File: src/rtl/sd_sector_writer_if.sv
// Bus bundle between game logic / SD controller and sd_sector_writer.
// The slave modport is the writer's view; master is the driving side.
interface sd_sector_writer_if;
    localparam int unsigned IDX_W  = 9;
    localparam int unsigned CNT_W  = 10;
    localparam int unsigned BYTE_W = 8;
    localparam int unsigned ADDR_W = 32;

    logic              fill_we;
    logic [IDX_W-1:0]  fill_addr;
    logic [BYTE_W-1:0] fill_data;
    logic              start;
    logic [ADDR_W-1:0] sector_addr;
    logic              busy;
    logic              done;
    logic              err;
    logic [CNT_W-1:0]  bytes_sent;
    logic              sd_ready;
    logic              sd_ready_for_next_byte;
    logic [ADDR_W-1:0] sd_address;
    logic              sd_wr;
    logic [BYTE_W-1:0] sd_din;

    modport slave (
        input  fill_we, fill_addr, fill_data, start, sector_addr,
        input  sd_ready, sd_ready_for_next_byte,
        output busy, done, err, bytes_sent,
        output sd_address, sd_wr, sd_din
    );

    modport master (
        output fill_we, fill_addr, fill_data, start, sector_addr,
        output sd_ready, sd_ready_for_next_byte,
        input  busy, done, err, bytes_sent,
        input  sd_address, sd_wr, sd_din
    );
endinterface

File: src/rtl/sd_sector_writer.sv
// Streams a 512-byte buffer to the SD controller write port as one sector,
// with a watchdog that aborts the operation if the controller stalls.
module sd_sector_writer #(
    parameter int unsigned TIMEOUT_CYCLES = 5_000_000
) (
    input  logic               clk_spi,
    input  logic               reset_btn,
    sd_sector_writer_if.slave  bus
);
    localparam int unsigned DEPTH  = 512;
    localparam int unsigned IDX_W  = 9;
    localparam int unsigned CNT_W  = 10;
    localparam int unsigned BYTE_W = 8;
    localparam int unsigned ADDR_W = 32;
    localparam int unsigned WD_W   = $clog2(TIMEOUT_CYCLES + 1);

    localparam logic [WD_W-1:0]  WD_LAST   = WD_W'(TIMEOUT_CYCLES - 1);
    localparam logic [CNT_W-1:0] LAST_BYTE = CNT_W'(DEPTH - 1);
    localparam logic [CNT_W-1:0] FULL      = CNT_W'(DEPTH);

    typedef enum logic [2:0] {
        S_IDLE,
        S_PREFETCH,
        S_WAIT_READY,
        S_ISSUE,
        S_SEND,
        S_WAIT_DONE,
        S_FINISH,
        S_ERROR
    } state_t;

    state_t            state;
    logic              busy_q;
    logic              done_q;
    logic              err_q;
    logic [CNT_W-1:0]  sent_q;
    logic [ADDR_W-1:0] addr_q;
    logic              wr_q;
    logic [BYTE_W-1:0] din_q;
    logic [WD_W-1:0]   wd_q;
    logic              nb_q;
    logic              rdy_q;
    logic [BYTE_W-1:0] rd_data;
    logic [BYTE_W-1:0] mem [DEPTH];

    logic [IDX_W-1:0]  rd_idx;
    logic              nb_rise;
    logic              rdy_rise;
    logic              wd_expired;

    // Index 512 wraps to 0; that read is never consumed.
    assign rd_idx     = sent_q[IDX_W-1:0];
    assign nb_rise    = bus.sd_ready_for_next_byte & ~nb_q;
    assign rdy_rise   = bus.sd_ready & ~rdy_q;
    assign wd_expired = (wd_q == WD_LAST);

    assign bus.busy       = busy_q;
    assign bus.done       = done_q;
    assign bus.err        = err_q;
    assign bus.bytes_sent = sent_q;
    assign bus.sd_address = addr_q;
    assign bus.sd_wr      = wr_q;
    assign bus.sd_din     = din_q;

    // Sector buffer: fill port is frozen while an operation is in flight.
    always_ff @(posedge clk_spi) begin
        if (bus.fill_we && !busy_q) begin
            mem[bus.fill_addr] <= bus.fill_data;
        end
        rd_data <= mem[rd_idx];
    end

    always_ff @(posedge clk_spi or posedge reset_btn) begin
        if (reset_btn) begin
            nb_q  <= 1'b0;
            rdy_q <= 1'b0;
        end else begin
            nb_q  <= bus.sd_ready_for_next_byte;
            rdy_q <= bus.sd_ready;
        end
    end

    always_ff @(posedge clk_spi or posedge reset_btn) begin
        if (reset_btn) begin
            state  <= S_IDLE;
            busy_q <= 1'b0;
            done_q <= 1'b0;
            err_q  <= 1'b0;
            sent_q <= '0;
            addr_q <= '0;
            wr_q   <= 1'b0;
            din_q  <= '0;
            wd_q   <= '0;
        end else begin
            done_q <= 1'b0;
            wr_q   <= 1'b0;
            case (state)
                S_IDLE: begin
                    if (bus.start) begin
                        addr_q <= bus.sector_addr;
                        err_q  <= 1'b0;
                        sent_q <= '0;
                        busy_q <= 1'b1;
                        wd_q   <= '0;
                        state  <= S_PREFETCH;
                    end
                end
                S_PREFETCH: begin
                    wd_q  <= '0;
                    state <= S_WAIT_READY;
                end
                S_WAIT_READY: begin
                    din_q <= rd_data;
                    if (bus.sd_ready) begin
                        wr_q  <= 1'b1;
                        wd_q  <= '0;
                        state <= S_ISSUE;
                    end else if (wd_expired) begin
                        wd_q  <= '0;
                        state <= S_ERROR;
                    end else begin
                        wd_q <= wd_q + WD_W'(1);
                    end
                end
                S_ISSUE: begin
                    wd_q  <= '0;
                    state <= S_SEND;
                end
                S_SEND: begin
                    // Read data trails bytes_sent by one cycle, so sd_din settles two cycles after an edge.
                    din_q <= rd_data;
                    if (nb_rise) begin
                        if (sent_q != FULL) begin
                            sent_q <= sent_q + CNT_W'(1);
                        end
                        wd_q <= '0;
                        if (sent_q == LAST_BYTE) begin
                            state <= S_WAIT_DONE;
                        end
                    end else if (wd_expired) begin
                        wd_q  <= '0;
                        state <= S_ERROR;
                    end else begin
                        wd_q <= wd_q + WD_W'(1);
                    end
                end
                S_WAIT_DONE: begin
                    if (rdy_rise) begin
                        wd_q  <= '0;
                        state <= S_FINISH;
                    end else if (wd_expired) begin
                        wd_q  <= '0;
                        state <= S_ERROR;
                    end else begin
                        wd_q <= wd_q + WD_W'(1);
                    end
                end
                S_FINISH: begin
                    done_q <= 1'b1;
                    err_q  <= 1'b0;
                    busy_q <= 1'b0;
                    wd_q   <= '0;
                    state  <= S_IDLE;
                end
                S_ERROR: begin
                    done_q <= 1'b1;
                    err_q  <= 1'b1;
                    busy_q <= 1'b0;
                    wr_q   <= 1'b0;
                    wd_q   <= '0;
                    state  <= S_IDLE;
                end
                default: begin
                    busy_q <= 1'b0;
                    state  <= S_IDLE;
                end
            endcase
        end
    end
endmodule
File: src/flat_wrapper.sv
// flat-port wrapper written by rule: the top's interface ports become plain ports
module sd_sector_writer_flat 
#(
    parameter int unsigned TIMEOUT_CYCLES = 5_000_000
)
  (clk_spi, reset_btn, bus_fill_we, bus_fill_addr, bus_fill_data, bus_start, bus_sector_addr, bus_sd_ready, bus_sd_ready_for_next_byte, bus_busy, bus_done, bus_err, bus_bytes_sent, bus_sd_address, bus_sd_wr, bus_sd_din);
  sd_sector_writer_if bus_i ();
  input  logic clk_spi;
  input  logic reset_btn;
  input wire logic [$bits(bus_i.fill_we)-1:0] bus_fill_we;
  input wire logic [$bits(bus_i.fill_addr)-1:0] bus_fill_addr;
  input wire logic [$bits(bus_i.fill_data)-1:0] bus_fill_data;
  input wire logic [$bits(bus_i.start)-1:0] bus_start;
  input wire logic [$bits(bus_i.sector_addr)-1:0] bus_sector_addr;
  input wire logic [$bits(bus_i.sd_ready)-1:0] bus_sd_ready;
  input wire logic [$bits(bus_i.sd_ready_for_next_byte)-1:0] bus_sd_ready_for_next_byte;
  output wire logic [$bits(bus_i.busy)-1:0] bus_busy;
  output wire logic [$bits(bus_i.done)-1:0] bus_done;
  output wire logic [$bits(bus_i.err)-1:0] bus_err;
  output wire logic [$bits(bus_i.bytes_sent)-1:0] bus_bytes_sent;
  output wire logic [$bits(bus_i.sd_address)-1:0] bus_sd_address;
  output wire logic [$bits(bus_i.sd_wr)-1:0] bus_sd_wr;
  output wire logic [$bits(bus_i.sd_din)-1:0] bus_sd_din;
  assign bus_i.fill_we = bus_fill_we;
  assign bus_i.fill_addr = bus_fill_addr;
  assign bus_i.fill_data = bus_fill_data;
  assign bus_i.start = bus_start;
  assign bus_i.sector_addr = bus_sector_addr;
  assign bus_i.sd_ready = bus_sd_ready;
  assign bus_i.sd_ready_for_next_byte = bus_sd_ready_for_next_byte;
  assign bus_busy = bus_i.busy;
  assign bus_done = bus_i.done;
  assign bus_err = bus_i.err;
  assign bus_bytes_sent = bus_i.bytes_sent;
  assign bus_sd_address = bus_i.sd_address;
  assign bus_sd_wr = bus_i.sd_wr;
  assign bus_sd_din = bus_i.sd_din;
  sd_sector_writer #(.TIMEOUT_CYCLES(TIMEOUT_CYCLES)) u_core (.clk_spi(clk_spi), .reset_btn(reset_btn), .bus(bus_i));
endmodule
File: config.mk
export PLATFORM = sky130hd
export DESIGN_NAME = sd_sector_writer_flat
export DESIGN_NICKNAME = d
export VERILOG_FILES = /design/src/rtl/sd_sector_writer_if.sv /design/src/rtl/sd_sector_writer.sv /design/src/flat_wrapper.sv
export SDC_FILE = /design/constraint.sdc
export NUM_CORES = 2
export LEC_CHECK = 0
export ABC_AREA = 0
export BUFFER_PORTS_ARGS = -buffer_cell sky130_fd_sc_hd__buf_4
export CORE_ASPECT_RATIO = 1.25
export CORE_MARGIN = 2
export CORE_UTILIZATION = 50
export CTS_BUF_LIST = sky130_fd_sc_hd__clkbuf_4 sky130_fd_sc_hd__clkbuf_8
export CTS_CLUSTER_DIAMETER = 200
export CTS_CLUSTER_SIZE = 24
export DETAILED_ROUTE_END_ITERATION = 16
export GPL_ROUTABILITY_DRIVEN = 0
export GPL_TIMING_DRIVEN = 1
export PLACE_DENSITY = 0.73
export SLEW_MARGIN = 20
export SYNTH_ARGS = -nofsm -noshare
export SYNTH_HDL_FRONTEND = slang
export SYNTH_SLANG_ARGS = --single-unit
File: constraint.sdc
create_clock -name clk_spi -period 6 [get_ports clk_spi]
set_clock_uncertainty 0.05 [all_clocks]
set_input_delay 0.6 -clock clk_spi [delete_from_list [all_inputs] [get_ports clk_spi]]
set_output_delay 0.6 -clock clk_spi [all_outputs]
set_load 0.05 [all_outputs]
### After elaboration in Yosys (flattened, before gate mapping)

Memory sizes are Yosys's and may differ from the RTL's. A register that Yosys moved wholly into a read port is not among the register bits.
Cells that the tools add are included.

* flip-flop bits (word level): 82
* RAM bits: 4096
* bits of input ports: 55
* output and inout port bits: 54
* memories: 1

* add/subtract/negate cells: 2
* equal/unequal tests: 14
* mux-type cells: 26
* bitwise operators: 4
* reductions and logical operators: 14

Memory list
* u_core.mem: words 512, bits a word 8, rd ports 1, clocked after memory_dff 1, write ports 1, RTL line sd_sector_writer.sv:44 `logic [BYTE_W-1:0] mem [DEPTH];`

Operator list (count)
* 2-to-1 mux 23 bit: 5
* case mux 23 bit (5 select lines): 1
* 2-to-1 mux 10 bit: 3
* adder 23 x 1 -> 23 bit (second input constant): 1
* equality test 23 bit (second input constant): 1
* case mux 3 bit (7 select lines): 1
* case mux 10 bit (2 select lines): 1
* 2-to-1 mux 3 bit: 6
* equality test 3 bit (second input constant): 4
* adder 10 x 1 -> 10 bit (second input constant): 1
* equality test 10 x 9 -> 1 bit (second input constant): 1
* != test 10 bit (second input constant): 1
* AND reduction 2 bit: 4
* 2-to-1 mux 1 bit: 7
* equality test 3 x 2 -> 1 bit (second input constant): 2
* != test 2 x 1 -> 1 bit (second input constant): 2
* AND reduction 4 bit: 1
* nonzero test 2 bit: 2
* OR reduction 2 bit: 2
* OR reduction 4 bit: 1
* equality test 3 x 1 -> 1 bit (second input constant): 1
* logical NOT 3 bit: 1
* != test 3 bit (second input constant): 1
* case mux 1 bit (3 select lines): 1
* other kinds (7): 9

### Longest topological paths before layout

* word-level depth: 4
* depth in mapped cells: 15
* mapped depth without buffers: 9

### Least setup slack after synthesis

No wires, ideal clock.

* kind: register to register
* from: register u_core.sent_q[0], in the netlist u_core.bus.bytes_sent[0]
* to: register u_core.sent_q[7], in the netlist u_core.bus.bytes_sent[7]
* setup time: 0.078 ns
* arrival time: 3.469 ns
* required time: 5.872 ns
* path slack: 2.403 ns
* stages on the path, launching flop included: 15
* buffers on the path: 7
* period minus slack after synthesis: 3.597 ns
* cell sequence: dfrtp_1 -> buf_6 -> buf_6 -> buf_6 -> buf_6 -> buf_6 -> buf_4 -> buf_2 -> inv_1 -> ha_1 -> and4_1 -> a31oi_1 -> nand4_1 -> or3_1 -> a21oi_1

* cells in the longest elaborated chain, start to end: 4
* elaborated cells on any way between the ends: 7

RTL lines
* from (decl): RTL line sd_sector_writer.sv:36 `logic [CNT_W-1:0] sent_q;`
* from (signal assigned): RTL line sd_sector_writer.sv:134 `sent_q <= sent_q + CNT_W'(1);`
* adder 10 x 1 -> 10 bit: RTL line sd_sector_writer.sv:134
* 2-to-1 mux 10 bit: RTL line sd_sector_writer.sv:133 `if (sent_q != FULL) begin`
* 2-to-1 mux 10 bit: RTL line sd_sector_writer.sv:132 `if (nb_rise) begin`
* case mux 10 bit (2 select lines): RTL line sd_sector_writer.sv:97 `case (state)`

Parallel ways exist; a longest one is shown, timed or not. The select of a mux whose other input is x is not followed.
A chain may end at the register's enable or synchronous reset.

==> impl_metrics.ini <==
[cts]
tritoncts = built
htreeDepth = 4
cts.sinks = 4186
clockRootBuffer = clkbuf_8
clk_path_buf_depth = 4
cts_buffers = 200
insertion_delay_ps = 1110
clk_pin_slew_ps = 150

[critical_path]
crit_path_end_kind = flip-flop
worstSetupPathType = reg -> reg
reg2reg_from = u_core.bus.bytes_sent[0]
startpoint = u_core.bus.bytes_sent[0]
start_kind = flip-flop
r2r_end = u_core.rd_data[0]
reg2reg_depth = 9
cp_data_arrival_time_ps = 5950
path_max_fanout = 52
setup.worst_path.end = u_core.rd_data[0]
required_ps = 6950
ff2ff_setup_slack_ps = 1000

[synth]
syn_area_um2 = 162000
synthesis.nets = 7584
ys.warnings.count = 0
yosys.area.top_type = edfxtp_1
synth_most_common_cell = edfxtp_1
syn_inst = 7526
ys_types = 68
yosysSeqAreaShare_pct = 77.1
synth-seq-cells = 4186
synth_edf_count = 4096
synth_common_cells = 4096 x edfxtp_1, 1056 x mux4_2, 604 x nor2_1
synthArstFlopShare_pct = 1.96
synthFlopType = edfxtp_1
synth_area_per_cell_um2 = 21.6
synthTopCellsByArea = edfxtp_1 76%, mux4_2 15%, mux2i_1 1.5%, nor2_1 1.4%, dfrtp_1 1.3%
synth_top_area_share_pct = 75.7

[route]
drc = 0
firstDrtPassIters = 6
drt-wirelength-per-cell_um = 35.8
dr_total_vias = 79500
routed_wl_mm = 429
viasPerCell = 6.64
drtIter0Drc = 12900
ant_nets = 0

[floorplanning]
die_area_um2 = 329000
core-area_um2 = 324000
pin_count = 109
rows = 234
start_util_pct = 50.1
die_w_um = 514
die_h_um = 641

[cells_and_area]
fin_cells = 12000
layout-drive-gt1-share_pct = 23.2
final_util_pct = 53.2
area_growth_pct = 6.18
nets = 7712

[timing]
fin_tns_setup_ps = 0
final_max_slew_viol_count = 0
tightest_slew_ps = 1330
fin_crit_ps = 5000
worst_slack_ps = 1000
maxSlewHeadroom_pct = 11.4
period_share_pct = 83.3
max_freq_mhz = 200
finalHoldViolCount = 1
holdWs_ps = -1.76
grt_setup_unrepaired = no
setup-violations-final = 0

[global_routing]
grt_max_degree = 209
track_usage_pct = 25.7
antenna_found_initial = 22
grt_pass1_wl_mm = 599
grt_pass1_vias = 78500
grt_remaining_overflow = 0

[job]
drv.max_cap_violation_count = 0

[pwr]
p_leak_nw = 51.0
p_per_area_nw_per_um2 = 323
worst_ir_drop_vdd_mv = 0.258

[place]
place_ws_ps = 1120
place_inst = 11700
dpl.hpwl_mm = 263
portBuffers = 108

[worst_hold_path]
hold_start = bus_fill_data[1]
min_path_type = in -> reg

[run_status]
status = finished, violations left
failed_checks = negative hold slack
[worst max-delay path: stages (launching register included)]
cell and delay, ps:
dfrtp_4 920, buf_4 880, mux2_2 480, o21ai_0 500
a21oi_1 170, a22oi_1 170, o21ai_0 310, o21ai_0 870
and4b_1 380, o22ai_1 90
[repair_timing]
item	CTS	global route
endpoints found under the hold margin	318	0
setup buffers	0	0
hold buffers	42	0
gates resized for setup	0	0
endpoints found under the setup margin	0	0
[placed cells by master, fill, tap and decap left out, types with 7 or more instances in the layout]
cell	n
mux2i_1	237
buf_12	42
nand2_4	12
nor2_2	9
dfrtp_1	75
nor2b_1	18
nor3_1	29
o221ai_1	13
clkbuf_4	61
xnor2_1	8
nand3_1	51
o21ai_0	59
a21oi_1	88
clkbuf_8	203
o22ai_1	48
a31oi_1	17
xor2_1	9
nor2_1	592
mux4_2	1056
and2_1	11
edfxtp_1	4096
buf_4	282
mux2_2	56
nand4_1	16
and3_1	17
inv_1	7
dfxtp_1	8
a22o_1	18
o211ai_1	10
diode_2	11
a211oi_1	29
o21ai_1	15
dlygate4sd3_1	42
a221oi_1	36
buf_8	8
nand2b_1	12
a22oi_1	118
nand2_1	173
[worst min path at each step]
stage	cells after the start	to	slack (ps)
floorplan	1	u_core.bus.sd_din[0]	390
global placement	1	u_core.wd_q[5]	440
detailed placement	1	u_core.bus.sd_address[25]	450
CTS	1	u_core.mem[18][3]	6
global route	1	u_core.mem[53][1]	3
finish	1	u_core.mem[53][1]	-2
[where the power goes]
part	total (mW)	internal, mW	switching (mW)
logic	11.4	5.42	5.99
registers	32.5	32.2	0.299
clock network	11.8	3.52	8.24
total	55.7	41.2	14.5
[area by class of cell]
| cell class | instances | area, um^2 |
|---|---|---|
| inverter | 11 | 51.3 |
| clock buffer | 264 | 3250 |
| fill | 23900 | 152000 |
| antenna | 11 | 27.5 |
| tap | 4248 | 5320 |
| sequential | 4186 | 125000 |
| timing repair buffer | 378 | 3550 |
| multi-input combinational | 2877 | 35000 |
| clock inverter | 3 | 33.8 |
[per-stage QoR]
step / cell area, um^2 / power, mW
after global routing: 172000 / 57.2
final: 172000 / 55.7
after CTS: 172000 / 55.8
after global placement: 169000 / 44.5
after detailed placement: 169000 / 44.7
after floorplan: 162000 / 41.6
[flip-flops by register name, summed over array words and instances (netlist names)]
name and cells:
u_core.mem 4096, u_core.bus.sd_address 32, u_core.wd_q 23, u_core.bus.bytes_sent 10
u_core.bus.sd_din 8, u_core.rd_data 8, u_core.state 3, u_core.bus.busy 1
u_core.bus.done 1, u_core.bus.err 1, u_core.bus.sd_wr 1, u_core.nb_q 1
u_core.rdy_q 1
[per-layer routing]
metal	routed length, um	vias up	track usage (%)	share of wire (%)
met3	45400	974	4.98	11
li1	-	31300	-	-
met5	57	-	0	0.013
met1	145000	42000	32.4	34
met2	210000	5282	42.3	49
met4	28100	10	14.3	6.6
[cells by family after synthesis]
| family | synth area share [%] |
|---|---|
| fa+ha+maj | 0.0231 |
| buf+inv | 1.55 |
| mux | 16.5 |
| simple gates | 2.60 |
| compound gates | 2.14 |
| flops | 77.1 |
| xor+xnor | 0.0917 |
No activity file was read; power rests on OpenSTA's default activity.
